### src/rtl/act_func.sv
// Registered activation function (ReLU / STEP / hard-sigmoid, plus leaky ReLU
// when ACT_FUNC_LEAKY_EN is defined) with a fixed one-cycle latency.
`ifndef Enable
`define Enable 1'b1
`endif
`ifndef Disable
`define Disable 1'b0
`endif

package act_func_pkg;
  typedef enum logic [0:0] {INT, FXP} dtype_t;
  typedef enum logic [1:0] {ReLU, STEP, HSIG, LReLU} actf_t;

  typedef struct packed {
    dtype_t dtype;
    logic   sign;
    int     prec;
    int     frac;
  } dconf_t;
endpackage

module act_func
  import act_func_pkg::*;
#(
  parameter dconf_t CONF = dconf_t'{dtype: FXP, sign: `Enable, prec: 8, frac: 3},
  parameter actf_t  ACT  = ReLU
) (
  input  logic                 clk,
  input  logic                 reset_,
  input  logic                 in_valid,
  input  logic [CONF.prec-1:0] in,
  output logic                 out_valid,
  output logic [CONF.prec-1:0] out
);

  localparam int  PREC     = CONF.prec;
  localparam int  FRAC     = (CONF.dtype == INT) ? 0 : CONF.frac;
  localparam bit  SGN      = CONF.sign;
  localparam int  FRAC_MAX = SGN ? PREC - 2 : PREC - 1;
  localparam int  W        = PREC + 2;

  localparam logic        [PREC-1:0] ONE   = PREC'(1) << FRAC;
  localparam logic signed [W-1:0]    ONE_W = W'(ONE);
  localparam logic signed [W-1:0]    HALF  = W'(ONE >> 1);

  // Configurations that cannot be built are rejected at elaboration
  if (PREC < 2) begin : g_err_prec
    $error("act_func: PREC must be at least 2");
  end
  if (FRAC < 0 || FRAC > FRAC_MAX) begin : g_err_frac
    $error("act_func: FRAC out of range, constant ONE not representable");
  end
`ifndef ACT_FUNC_LEAKY_EN
  if (ACT == LReLU) begin : g_err_leaky
    $error("act_func: LReLU requested but ACT_FUNC_LEAKY_EN is not defined");
  end
`endif

  logic                  neg;
  logic signed [W-1:0]   hext;
  logic signed [W-1:0]   hshift;
  logic signed [W-1:0]   hsum;
  logic [PREC-1:0]       f;

  assign neg    = SGN && in[PREC-1];
  // Hard sigmoid is evaluated two bits wider so the offset add cannot wrap
  assign hext   = {{2{neg}}, in};
  assign hshift = hext >>> 2;
  assign hsum   = HALF + hshift;

`ifdef ACT_FUNC_LEAKY_EN
  logic signed [PREC-1:0] lin;
  logic signed [PREC-1:0] lsh;
  assign lin = in;
  assign lsh = lin >>> 3;
`endif

  always_comb begin
    f = '0;
    case (ACT)
      ReLU: f = neg ? '0 : in;
      STEP: f = (!neg && (in != '0)) ? ONE : '0;
      HSIG: begin
        if (hsum < 0)
          f = '0;
        else if (hsum > ONE_W)
          f = ONE;
        else
          f = hsum[PREC-1:0];
      end
`ifdef ACT_FUNC_LEAKY_EN
      LReLU: f = neg ? lsh : in;
`endif
      default: f = '0;
    endcase
  end

  // Result register holds its value through gaps in the input stream
  always_ff @(posedge clk or negedge reset_) begin
    if (!reset_) begin
      out_valid <= 1'b0;
      out       <= '0;
    end else begin
      out_valid <= in_valid;
      if (in_valid)
        out <= f;
    end
  end

endmodule

### config.mk
export PLATFORM = sky130hd
export DESIGN_NAME = act_func
export DESIGN_NICKNAME = d
export VERILOG_FILES = /design/src/rtl/act_func.sv
export SDC_FILE = /design/constraint.sdc
export NUM_CORES = 1
export LEC_CHECK = 0
export BUFFER_PORTS_ARGS = -buffer_cell sky130_fd_sc_hd__buf_4
export CORE_AREA = 4 4 41 43
export DETAILED_ROUTE_END_ITERATION = 6
export DIE_AREA = 0 0 45 47
export PLACE_DENSITY_LB_ADDON = 0.05
export SLEW_MARGIN = 40
export SYNTH_ARGS = -nofsm -noshare
export SYNTH_HDL_FRONTEND = slang
export SYNTH_SLANG_ARGS = --single-unit
### constraint.sdc
create_clock -name clk -period 0.8 [get_ports clk]
set_input_delay 0 -clock clk [delete_from_list [all_inputs] [get_ports clk]]
set_output_delay 0 -clock clk [all_outputs]
set_load 0.03 [all_outputs]
==> results.sh <==
export IMPL_syn_num_nets=43
export IMPL_syn_avg_cell_area_um2=10.5
export IMPL_cp_cell_sequence="buf_6"
export IMPL_finalCriticalPeriod_ps=784
export IMPL_drc=0
export IMPL_ys_seq_area_share_pct=59.5
export IMPL_hpwl_um=562
export IMPL_drt_iter0_drc=0
export IMPL_grt_pass1_wl_um=1300
export IMPL_p_sw_share_pct=27.4
export IMPL_grt_max_degree=16
export IMPL_grt_ovfl_total=0
export IMPL_yosysTopAreaCell="dfrtp_1"
export IMPL_peakVddDrop_v=0.000719
export IMPL_ioPinCount=20
export IMPL_numCtsBuffers=3
export IMPL_cts_tree="built"
export IMPL_cts_sinks=8
export IMPL_wire_per_inst_um=10.4
export IMPL_cp_end_kind="output pin"
export IMPL_hp_start="in[7]"
export IMPL_design_area_um2=626
export IMPL_p_comb_share_pct=26.4
export IMPL_vias=307
export IMPL_rr_worst_depth=3
export IMPL_routed_wl_um=804
export IMPL_cp_max_fo=2
export IMPL_use_met2_pct=13.0
export IMPL_hold_depth=3
export IMPL_drv_cap=0
export IMPL_setup_viol=0
export IMPL_htreeDepth=1
export IMPL_clkLatencyLatePin_ps=250
export IMPL_setup_slack_ps=15.9
export IMPL_met1_usage_pct=11.7
export IMPL_p_leak_uw=0.000303
export IMPL_r2r_start="out[5]$_DFFE_PN0P_"
export IMPL_clk_pin_slew_worst_paths_ps=60
export IMPL_cp_slowest_stage_delay_ps=390
export IMPL_synth_top_area_share_pct=59.5
export IMPL_power_density_nw_per_um2=1650
export IMPL_rows=13
export IMPL_netlist_instances=32
export IMPL_portBuffers=18
export IMPL_power_frac_clock_pct=29.5
export IMPL_diodes=0
export IMPL_vias_per_cell=3.99
export IMPL_die_area_um2=2120
export IMPL_drive_gt1_share_pct=37.1
export IMPL_fin_tns_setup_ps=0
export IMPL_intPower_uw=749
export IMPL_hp_class="primary input to flop"
export IMPL_antenna_found_initial=0
export IMPL_ys_ff_latch=8
export IMPL_cp_slowest_cell="dfrtp_1"
export IMPL_period_share_pct=98.0
export IMPL_synthToLayoutAreaGrowth_pct=85.9
export IMPL_start_util_pct=25.9
export IMPL_critPathLaunchType="flop"
export IMPL_holdPathEnd="out[1]$_DFFE_PN0P_"
export IMPL_rr_endpoint="out[5]$_DFFE_PN0P_"
export IMPL_clock_skew_ps=0
export IMPL_met3_usage_pct=2.30
export IMPL_seqPwrFrac_pct=44.2
export IMPL_synth_cell_area_um2=337
export IMPL_max_freq_mhz=1280
export IMPL_yosysUniqueCellTypes=7
export IMPL_p_switching_uw=283
export IMPL_nFillCells=126
export IMPL_multiInputGateArea_um2=91.3
export IMPL_yosysWarnings=0
export IMPL_rrSetupSlack_ps=40
export IMPL_rsz0062_at_grt="yes"
export IMPL_drv_slew=0
export IMPL_status="finished clean"
export IMPL_finalNetCount=75
export IMPL_crit_required_ps=800
export IMPL_crit_arrival_ps=780
export IMPL_root_buffer="clkbuf_4"
export IMPL_finalHoldViolCount=0
export IMPL_gr_max_usage_layer="met2"
export IMPL_path_buf_inv=1
export IMPL_cp_top_family="flip-flops"
export IMPL_fin_total_pwr_uw=1030
export IMPL_place_congestion=0.731
export IMPL_clk_path_buf_depth=2
export IMPL_first_global_vias=312
export IMPL_postRouteAntennaNets=0
export IMPL_die_w_um=45
export IMPL_dp_slack_ps=178
export IMPL_seq_area_um2=200
export IMPL_die_h_um=47
export IMPL_drt_pass1_iter_count=1
export IMPL_grt_usage_pct=9.09
export IMPL_path_class="flop to output pin"
export IMPL_placed_cell_area_um2=472
export IMPL_synthTopCellsByArea="dfrtp_1, nand3b_1, o21ai_0, inv_1, buf_6"
export IMPL_coreArea_um2=1300
## logic make-up after synthesis
family	after synthesis	share of synthesized area, %
flops	8	59.5
other cells	1	1.11
buf+inv	9	13.4
compound gates	7	10.4
simple gates	7	15.6
## tightest hold or removal path: cells and delay by family
family,cells,cell delay [ps]
AOI/OAI and AO/OA,1,60
buffers and inverters,1,110
and+or+nand+nor,1,100
## flip-flops by register name, indices dropped and copies added, names as in the netlist
name,flops
out,7
out_valid,1
## area by class of cell
| class | count | area share (%) |
|---|---|---|
| multi-input combinational | 15 | 14.6 |
| inverter | 7 | 4.20 |
| sequential | 8 | 32.0 |
| timing repair buffer | 29 | 42.6 |
| tap | 15 | 3.00 |
| clock buffer | 3 | 3.60 |
## metal layers
layer / vias up / routed length (µm)
met5: - / 0
met3: 0 / 83
met1: 133 / 359
met2: 15 / 361
li1: 159 / -
met4: 0 / 0
## power groups by stage
stage	clock, µW	combinational [µW]	sequential, µW
2_1_floorplan	0	47.6	519
5_1_grt	330	294	458
4_1_cts	324	265	456
6_report	304	272	456
3_3_place_gp	0	206	456
3_5_place_dp	0	210	458
## cell usage after synthesis, drive strengths merged
cell type  n
dfrtp      8
inv        7
nand3b     7
o21ai      7
buf        2
conb       1
## placed cells by master (no fill, tap or decap)
master and n:
nand3b_1 7, buf_6 7, o21ai_0 6, dlygate4sd3_1 9, inv_1 7, dfrtp_1 8, clkbuf_4 3, buf_4 13
conb_1 1, o21ai_1 1
## how the worst max path moves through the flow
stage | startpoint | end | depth (start not counted)
floorplan | out[4]$_DFFE_PN0P_ | out[4]$_DFFE_PN0P_ | 2
CTS | out[5]$_DFFE_PN0P_ | out[5] | 1
global placement | out[4]$_DFFE_PN0P_ | out[4]$_DFFE_PN0P_ | 2
detailed placement | out[5]$_DFFE_PN0P_ | out[5]$_DFFE_PN0P_ | 2
global route | out[1]$_DFFE_PN0P_ | out[1] | 1
finish | out[3]$_DFFE_PN0P_ | out[3] | 1
## through the flow
step / util [%] / instances / hold slack [ps]
3_3_place_gp: 36.3 / 63 / -179
3_5_place_dp: 36.3 / 63 / -176
2_1_floorplan: - / 32 / -296
4_1_cts: 47.2 / 76 / 57.6
6_report: 48.1 / 77 / 61.1
5_1_grt: 48.1 / 77 / 89.4
## what timing repair did
item | CTS | global route
hold buffers | 9 | 0
gates resized for setup | 6 | 2
endpoints found under the setup margin | 6 | 8
buffers inserted | 1 | 1
pin swaps | 0 | 0
hold endpoints to repair | 16 | 0
(Power assumes the default switching activity.)
